[src/rtl/fetch_stage_pkg.sv]
// Shared Y86-64 fetch definitions: instruction codes, status codes, register ids, bubble values.
// Latency: n/a (constants and pure functions only).
// Backpressure: n/a.
package fetch_stage_pkg;

  // Instruction codes (byte0[7:4])
  localparam logic [3:0] ICODE_HALT   = 4'h0;
  localparam logic [3:0] ICODE_NOP    = 4'h1;
  localparam logic [3:0] ICODE_RRMOVQ = 4'h2;
  localparam logic [3:0] ICODE_IRMOVQ = 4'h3;
  localparam logic [3:0] ICODE_RMMOVQ = 4'h4;
  localparam logic [3:0] ICODE_MRMOVQ = 4'h5;
  localparam logic [3:0] ICODE_OPQ    = 4'h6;
  localparam logic [3:0] ICODE_JXX    = 4'h7;
  localparam logic [3:0] ICODE_CALL   = 4'h8;
  localparam logic [3:0] ICODE_RET    = 4'h9;
  localparam logic [3:0] ICODE_PUSHQ  = 4'hA;
  localparam logic [3:0] ICODE_POPQ   = 4'hB;

  // Pipeline status codes
  localparam logic [2:0] STAT_AOK = 3'd1;
  localparam logic [2:0] STAT_HLT = 3'd2;
  localparam logic [2:0] STAT_ADR = 3'd3;
  localparam logic [2:0] STAT_INS = 3'd4;

  // "No register" id
  localparam logic [3:0] RNONE = 4'hF;

  // Values loaded into D for a bubble (looks like a harmless nop)
  localparam logic [2:0]  BUBBLE_STAT  = STAT_AOK;
  localparam logic [3:0]  BUBBLE_ICODE = ICODE_NOP;
  localparam logic [3:0]  BUBBLE_IFUN  = 4'h0;
  localparam logic [3:0]  BUBBLE_RA    = RNONE;
  localparam logic [3:0]  BUBBLE_RB    = RNONE;
  localparam logic [63:0] BUBBLE_VALC  = 64'd0;
  localparam logic [63:0] BUBBLE_VALP  = 64'd0;

  // Instruction carries a register-specifier byte
  function automatic logic needs_regids(input logic [3:0] icode);
    return (icode == ICODE_RRMOVQ) || (icode == ICODE_IRMOVQ) ||
           (icode == ICODE_RMMOVQ) || (icode == ICODE_MRMOVQ) ||
           (icode == ICODE_OPQ)    || (icode == ICODE_PUSHQ)  ||
           (icode == ICODE_POPQ);
  endfunction

  // Instruction carries an 8-byte constant
  function automatic logic needs_valc(input logic [3:0] icode);
    return (icode == ICODE_IRMOVQ) || (icode == ICODE_RMMOVQ) ||
           (icode == ICODE_MRMOVQ) || (icode == ICODE_JXX)    ||
           (icode == ICODE_CALL);
  endfunction

endpackage

[src/rtl/fetch_decode.sv]
// Splits a 10-byte fetch window into Y86-64 fields, computes valP/predPC and fetch status.
// Latency: purely combinational, zero cycles.
// Backpressure: none; the enclosing stage decides whether the result is captured.
module fetch_decode
  import fetch_stage_pkg::*;
#(
  parameter int IMEM_BYTES = 1024
) (
  input  logic [79:0] i_imem_data,
  input  logic [63:0] i_f_pc,
  output logic [3:0]  o_icode,
  output logic [3:0]  o_ifun,
  output logic [3:0]  o_ra,
  output logic [3:0]  o_rb,
  output logic [63:0] o_valc,
  output logic [63:0] o_valp,
  output logic [63:0] o_predpc,
  output logic [2:0]  o_f_stat
);

  logic [3:0]  w_icode;
  logic [3:0]  w_ifun;
  logic        w_need_regids;
  logic        w_need_valc;
  logic [3:0]  w_len;
  logic [64:0] w_end_addr;
  logic        w_imem_error;
  logic        w_instr_valid;
  logic [63:0] w_valc;
  logic [63:0] w_valp;

  assign w_icode       = i_imem_data[7:4];
  assign w_ifun        = i_imem_data[3:0];
  assign w_need_regids = needs_regids(w_icode);
  assign w_need_valc   = needs_valc(w_icode);

  // Instruction length in bytes: 1, 2, 9 or 10
  assign w_len = 4'd1 + {3'b000, w_need_regids} + (w_need_valc ? 4'd8 : 4'd0);

  // Widened to 65 bits so a PC near 2^64 cannot wrap past the memory limit
  assign w_end_addr   = {1'b0, i_f_pc} + {61'd0, w_len};
  assign w_imem_error = (w_end_addr > 65'(IMEM_BYTES));

  // Constant starts right after the register byte when there is one; little-endian
  assign w_valc = !w_need_valc   ? 64'd0 :
                  w_need_regids  ? i_imem_data[79:16] :
                                   i_imem_data[71:8];

  assign w_valp = i_f_pc + {60'd0, w_len};

  // Legal icode/ifun combinations
  always_comb begin
    w_instr_valid = 1'b0;
    case (w_icode)
      ICODE_RRMOVQ, ICODE_JXX: w_instr_valid = (w_ifun <= 4'd6);
      ICODE_OPQ:               w_instr_valid = (w_ifun <= 4'd3);
      ICODE_HALT, ICODE_NOP, ICODE_IRMOVQ, ICODE_RMMOVQ, ICODE_MRMOVQ,
      ICODE_CALL, ICODE_RET, ICODE_PUSHQ, ICODE_POPQ:
                               w_instr_valid = (w_ifun == 4'd0);
      default:                 w_instr_valid = 1'b0;
    endcase
  end

  // Status priority: address error beats illegal instruction beats halt
  always_comb begin
    o_f_stat = STAT_AOK;
    if (w_imem_error)              o_f_stat = STAT_ADR;
    else if (!w_instr_valid)       o_f_stat = STAT_INS;
    else if (w_icode == ICODE_HALT) o_f_stat = STAT_HLT;
  end

  assign o_icode  = w_icode;
  assign o_ifun   = w_ifun;
  assign o_ra     = w_need_regids ? i_imem_data[15:12] : RNONE;
  assign o_rb     = w_need_regids ? i_imem_data[11:8]  : RNONE;
  assign o_valc   = w_valc;
  assign o_valp   = w_valp;
  // Jumps and calls are predicted taken
  assign o_predpc = (w_icode == ICODE_JXX || w_icode == ICODE_CALL) ? w_valc : w_valp;

endmodule

[src/rtl/fetch_stage.sv]
// Y86-64 fetch: PC select, F predicted-PC register, sticky halted flag and D pipeline register.
// Latency: fields for the PC on imem_addr appear on D_* one clock later.
// Backpressure: F_stall holds F, D_stall holds D (wins over D_bubble); halted fetch feeds bubbles.
module fetch_stage
  import fetch_stage_pkg::*;
#(
  parameter int          IMEM_BYTES = 1024,
  parameter logic [63:0] RESET_PC   = 64'd0
) (
  input  logic        clk,
  input  logic        rstn,
  output logic [63:0] imem_addr,
  input  logic [79:0] imem_data,
  input  logic        F_stall,
  input  logic        D_stall,
  input  logic        D_bubble,
  input  logic [3:0]  M_icode,
  input  logic        M_Cnd,
  input  logic [63:0] M_valA,
  input  logic [3:0]  W_icode,
  input  logic [63:0] W_valM,
  output logic [2:0]  D_stat,
  output logic [3:0]  D_icode,
  output logic [3:0]  D_ifun,
  output logic [3:0]  D_rA,
  output logic [3:0]  D_rB,
  output logic [63:0] D_valC,
  output logic [63:0] D_valP,
  output logic        f_halted
);

  logic [63:0] r_pred_pc;
  logic        r_halted;
  logic [2:0]  r_d_stat;
  logic [3:0]  r_d_icode;
  logic [3:0]  r_d_ifun;
  logic [3:0]  r_d_ra;
  logic [3:0]  r_d_rb;
  logic [63:0] r_d_valc;
  logic [63:0] r_d_valp;

  logic        w_mispredict;
  logic        w_ret;
  logic        w_repair;
  logic [63:0] w_f_pc;
  logic        w_fetch_active;
  logic        w_enter_d;
  logic [3:0]  w_icode;
  logic [3:0]  w_ifun;
  logic [3:0]  w_ra;
  logic [3:0]  w_rb;
  logic [63:0] w_valc;
  logic [63:0] w_valp;
  logic [63:0] w_predpc;
  logic [2:0]  w_f_stat;

  assign w_mispredict = (M_icode == ICODE_JXX) && !M_Cnd;
  assign w_ret        = (W_icode == ICODE_RET);
  assign w_repair     = w_mispredict || w_ret;

  // PC select: mispredict repair first, then ret target, else prediction
  assign w_f_pc = w_mispredict ? M_valA :
                  w_ret        ? W_valM :
                                 r_pred_pc;

  // A repair re-opens fetch even after a wrong-path halt
  assign w_fetch_active = !r_halted || w_repair;
  assign w_enter_d      = w_fetch_active && !D_stall && !D_bubble;

  fetch_decode #(
    .IMEM_BYTES (IMEM_BYTES)
  ) u_decode (
    .i_imem_data (imem_data),
    .i_f_pc      (w_f_pc),
    .o_icode     (w_icode),
    .o_ifun      (w_ifun),
    .o_ra        (w_ra),
    .o_rb        (w_rb),
    .o_valc      (w_valc),
    .o_valp      (w_valp),
    .o_predpc    (w_predpc),
    .o_f_stat    (w_f_stat)
  );

  // F register: advance the predicted PC unless stalled or halted
  always_ff @(posedge clk or negedge rstn) begin
    if (!rstn) begin
      r_pred_pc <= RESET_PC;
    end else if (!F_stall && w_fetch_active) begin
      r_pred_pc <= w_predpc;
    end
  end

  // Halted flag: set when a non-AOK instruction enters D; a repair clears it
  always_ff @(posedge clk or negedge rstn) begin
    if (!rstn) begin
      r_halted <= 1'b0;
    end else if (!F_stall) begin
      if (w_repair) begin
        r_halted <= w_enter_d && (w_f_stat != STAT_AOK);
      end else if (w_enter_d && (w_f_stat != STAT_AOK)) begin
        r_halted <= 1'b1;
      end
    end
  end

  // D register: stall holds, bubble (or halted fetch) inserts a nop, else capture fetch
  always_ff @(posedge clk or negedge rstn) begin
    if (!rstn) begin
      r_d_stat  <= BUBBLE_STAT;
      r_d_icode <= BUBBLE_ICODE;
      r_d_ifun  <= BUBBLE_IFUN;
      r_d_ra    <= BUBBLE_RA;
      r_d_rb    <= BUBBLE_RB;
      r_d_valc  <= BUBBLE_VALC;
      r_d_valp  <= BUBBLE_VALP;
    end else if (D_stall) begin
      r_d_stat  <= r_d_stat;
    end else if (!w_enter_d) begin
      r_d_stat  <= BUBBLE_STAT;
      r_d_icode <= BUBBLE_ICODE;
      r_d_ifun  <= BUBBLE_IFUN;
      r_d_ra    <= BUBBLE_RA;
      r_d_rb    <= BUBBLE_RB;
      r_d_valc  <= BUBBLE_VALC;
      r_d_valp  <= BUBBLE_VALP;
    end else begin
      r_d_stat  <= w_f_stat;
      r_d_icode <= w_icode;
      r_d_ifun  <= w_ifun;
      r_d_ra    <= w_ra;
      r_d_rb    <= w_rb;
      r_d_valc  <= w_valc;
      r_d_valp  <= w_valp;
    end
  end

  assign imem_addr = w_f_pc;
  assign D_stat    = r_d_stat;
  assign D_icode   = r_d_icode;
  assign D_ifun    = r_d_ifun;
  assign D_rA      = r_d_ra;
  assign D_rB      = r_d_rb;
  assign D_valC    = r_d_valc;
  assign D_valP    = r_d_valp;
  assign f_halted  = r_halted;

endmodule

[config.mk]
export PLATFORM = sky130hd
export DESIGN_NAME = fetch_stage
export DESIGN_NICKNAME = d
export VERILOG_FILES = /design/src/rtl/fetch_stage_pkg.sv /design/src/rtl/fetch_decode.sv /design/src/rtl/fetch_stage.sv
export SDC_FILE = /design/constraint.sdc
export NUM_CORES = 1
export LEC_CHECK = 0
export CORE_ASPECT_RATIO = 1.2
export CORE_MARGIN = 2
export CORE_UTILIZATION = 43
export CTS_BUF_LIST = sky130_fd_sc_hd__clkbuf_16
export DETAILED_ROUTE_END_ITERATION = 16
export PLACE_DENSITY_LB_ADDON = 0.3
export SYNTH_ARGS = -nofsm -noshare
export SYNTH_HDL_FRONTEND = slang
export SYNTH_SLANG_ARGS = --single-unit
[constraint.sdc]
create_clock -name clk -period 4.2 [get_ports clk]
set_clock_uncertainty 0.1 [all_clocks]
set_input_delay 0.84 -clock clk [delete_from_list [all_inputs] [get_ports clk]]
set_output_delay 0.84 -clock clk [all_outputs]
set_load 0.1 [all_outputs]
==> summary.md <==
| Metric | Value |
|---|---|
| Status | `complete, but fails checks` |
| Failing checks | `setup timing` |
| Slowest cell on crit path | `or4_1` |
| Avg Cell Area, Syn | `8.77 um^2` |
| Worst r2r path cells | `18` |
| First-pass iteration count of the detailed router | `5` |
| Beginning of the worst register-to-register path | `r_pred_pc[0]` |
| Area of placed instances | `approximately 21,000 um^2` |
| Final setup viols | `5` |
| CTS Buf Count | `24` |
| Dpl hpwl | `52.1 mm` |
| Num Clock Sinks | `212` |
| Delay-heaviest family, CP | `simple AND/OR/NAND/NOR gates` |
| Worst EP required | `about 4.5 ns` |
| Max_slew headroom | `0.160` |
| GP Congestion | `approximately 1` |
| Layout area overhead | `66.6%` |
| Max cap viols | `0` |
| Syn nets | `1,765` |
| Antenna Nets Post-Route | `0` |
| Worst EP arrival | `roughly 5.0 ns` |
| Core area | `31,100 um^2` |
| Vias per std cell | `5.95` |
| Min-delay worst type | `input port to asynchronous set/reset pin` |
| PD cells | `about 620 nW/um^2` |
| Critical Path Stages | `19` |
| I/O pin count | `between 400 and 500` |
| Yosys warns | `0` |
| Pre-CTS setup slack | `-1.43 ns` |
| Worst setup startpoint | `W_valM[0]` |
| Most used cell along the critical path | `buf_6` |
| Gr ovfl total | `0` |
| Vias in the first global route | `15,300` |
| #FFs+latches synth | `212` |
| Via count | `15,700` |
| GRT met3 Usage | `0.0716` |
| Die X | `between 150 and 200 um` |
| Die Height | `198 um` |
| Post-route cell area | `~22,000 um^2` |
| Gr busiest metal | `met2` |
| Post-CTS Hold Fix Bufs | `0` |
| Final Hold Viols | `0` |
| Synth unique cells | `86` |
| Pin count of the biggest net entering global routing | `125` |
| Global-route wire length before repair | `97.5 mm` |
| Max FO, Critical Path | `4` |
| CP Buf/Inv Count | `5` |
| Startpoint types | `input port` |
| Final period utilization | `1.12` |
| Setup Crit Path Kind | `input port to flip-flop` |
| R2R Path End | `f_halted` |
| Final slew viol count | `0` |
| RSZ-0062 raised after global routing | `yes` |
| Area of the die | `32,800 um^2` |
| Final nets | `2,446` |
| Number of flops mapped to enable cells by yosys | `0` |
| Root cell of the clock tree | `clkbuf_16` |
| CTS max path bufs | `3` |
| Critical-path cell list | `clkdlybuf4s50_1 > mux2i_2 > o21ai_4 > ha_4 > inv_2 > fa_2 > nor4_2 > a311o_1 > nand4_4 > buf_6 > nor4b_4 > buf_4 > nand4b_1 > xor2_1 > nand4_1 > or4_1 > nor4_4 > buf_6 > a31oi_1` |
| Crit path capture | `f_halted` |
| Met2 GRT Util | `0.654` |
| Least-Margin Pin Slew | `1.26 ns` |
| Top_reg_cell synth | `dfrtp_1` |
| Mapped Cells | `1,539` |
| R2r setup slk | `-0.07 ns` |
| Register area share after synthesis | `0.394` |
| Area of the multi-input gates | `8160 um^2` |
| Met1 Use GR | `0.501` |
| FF/Latch Area | `5320 um^2` |
| Async S/R FF share, synth | `1.00` |
| Starting density of the core | `0.434` |
| Final setup margin | `-0.506 ns` |
| Minimum clock period | `about 4.7 ns` |
| Antenna violations before repair | `4` |
| Fillers | `2,397` |
| Drt total wl | `67.0 mm` |
| Share of cells above drive strength 1 | `0.278` |
| H-Tree Depth | `1` |
| GRT Total Usage | `0.392` |
| DRC viols | `0` |
| Initial drt markers | `1,562` |
| Worst path max stage delay | `~0.61 ns` |
| Pleak | `9.81 nW` |
| Clock transition at the registers of the reported paths | `around 0.06 ns` |
| Worst skew pair latency | `0.53 ns` |
| PortBufs | `roughly 430` |
| DR WL/cell | `25.4 um` |
| Kind of end point of the critical path | `flip-flop` |
| Peak supply drop | `between 0.5 and 0.6 mV` |
| FP Rows | `71` |
| Maximum clock frequency | `0.212 GHz` |
| Synthesized cell area | `around 13,000 um^2` |
| CTS tree | `done` |
==> worst min-delay path by stage <==
stage / startpoint / endpoint
floorplan: r_pred_pc[27] / r_pred_pc[27]
global placement: D_rB[3] / D_rB[3]
detailed placement: D_rA[0] / D_rA[0]
CTS: rstn / D_valC[34]
global route: D_rA[3] / D_rA[3]
finish: rstn / D_valC[43]
==> kinds of logic (layout without fill, tap and decap cells) <==
group	count (synthesis)	count (layout)	share of synthesized area
other cells	0	1	0
xor+xnor	59	59	0.0383
buf+inv	139	838	0.0492
fa+ha+maj	4	4	0.00427
compound gates	408	408	0.187
flops	212	212	0.394
mux	156	156	0.120
simple gates	561	561	0.207
==> cell type report <==
type	instances	area share
Multi-Input combinational cell	1188	0.363
Timing Repair Buffer	771	0.339
Sequential cell	212	0.237
Clock buffer	25	0.0278
Tap cell	401	0.0223
Clock inverter	19	0.00668
Inverter	23	0.00401
Antenna cell	1	0.000111
==> Yosys cell counts, types with 8 or more instances <==
master    count  area (um^2)
buf_4         9         67.6
mux2_2       41          462
a22o_1       41          359
xor2_1       16          140
nor4_1       20          125
nand3_1      54          270
nand2b_1      8         50.1
o21ai_1      12         60.1
inv_1        22         82.6
xnor2_1      43          377
nand4_1      28          175
nor2_1       72          270
nor3_1       39          195
a31oi_1      14         87.6
a211oi_1     13         97.6
and3_1        9         56.3
a21oi_1      64          320
a32o_1       16          160
or3_1         8         50.1
clkbuf_1     73          274
buf_2        21          105
dfstp_2      10          263
nand2_1     262          983
mux2i_1     113         1130
dfrtp_1     202         5050
o21ai_0     199          996
==> cells in the final DEF, fill, tap and decap left out, types with 9 or more instances in the layout <==
master / count
clkdlybuf4s50_1: 354
buf_4: 323
nand2_1: 259
dfrtp_1: 202
o21ai_0: 121
mux2i_1: 110
nor2_1: 70
buf_12: 69
o21ai_1: 66
a21oi_1: 60
nand3_1: 54
a22o_1: 41
xnor2_1: 39
mux2_2: 34
nor3_1: 30
nand4_1: 28
clkbuf_16: 26
o21ai_2: 24
inv_1: 23
a32o_1: 16
xor2_1: 15
a211oi_1: 13
a31oi_1: 12
dfstp_2: 10
buf_6: 10
nor4_2: 9
and3_1: 9
==> sequential cells by signal, summed over array words and instances, names as in the netlist <==
name       cells
D_rB           4
D_valC        64
D_rA           4
D_ifun         4
D_valP        64
D_icode        4
f_halted       1
D_stat         3
r_pred_pc     64
==> routing by layer <==
metal	vias to the layer above	share of wire	routed length, um
met3	206	0.081	5460
li1	6938	-	-
met2	913	0.47	31500
met4	4	0.052	3510
met5	-	0.00048	32
met1	7638	0.40	26500
==> metrics by stage <==
stage / util / cells / power [W] / TNS [ns] / hold WS [ns]
after floorplan: - / 1539 / 0.00793 / -122.34 / 0.346
after global placement: 0.685 / 2571 / 0.0116 / -45.21 / 0.351
after detailed placement: 0.685 / 2571 / 0.0117 / -56.21 / 0.355
after CTS: 0.717 / 2631 / 0.0139 / -1.74 / 0.366
after global routing: 0.723 / 2640 / 0.0144 / -2.90 / 0.381
final: 0.723 / 2640 / 0.0140 / -1.91 / 0.302
==> where the power goes <==
part	switching, W	total [W]	internal, W
Clock	0.000919	0.00212	0.00120
Combinational	0.00582	0.00901	0.00320
Sequential	0.000392	0.00288	0.00249
==> what timing repair did <==
item / CTS / global route
pin swaps: 22 / 12
endpoints found under the setup margin: 44 / 18
gates cloned: 0 / 1
resized for setup: 49 / 30
buffers inserted: 16 / 10
No activity file was read; power rests on OpenSTA's default activity.
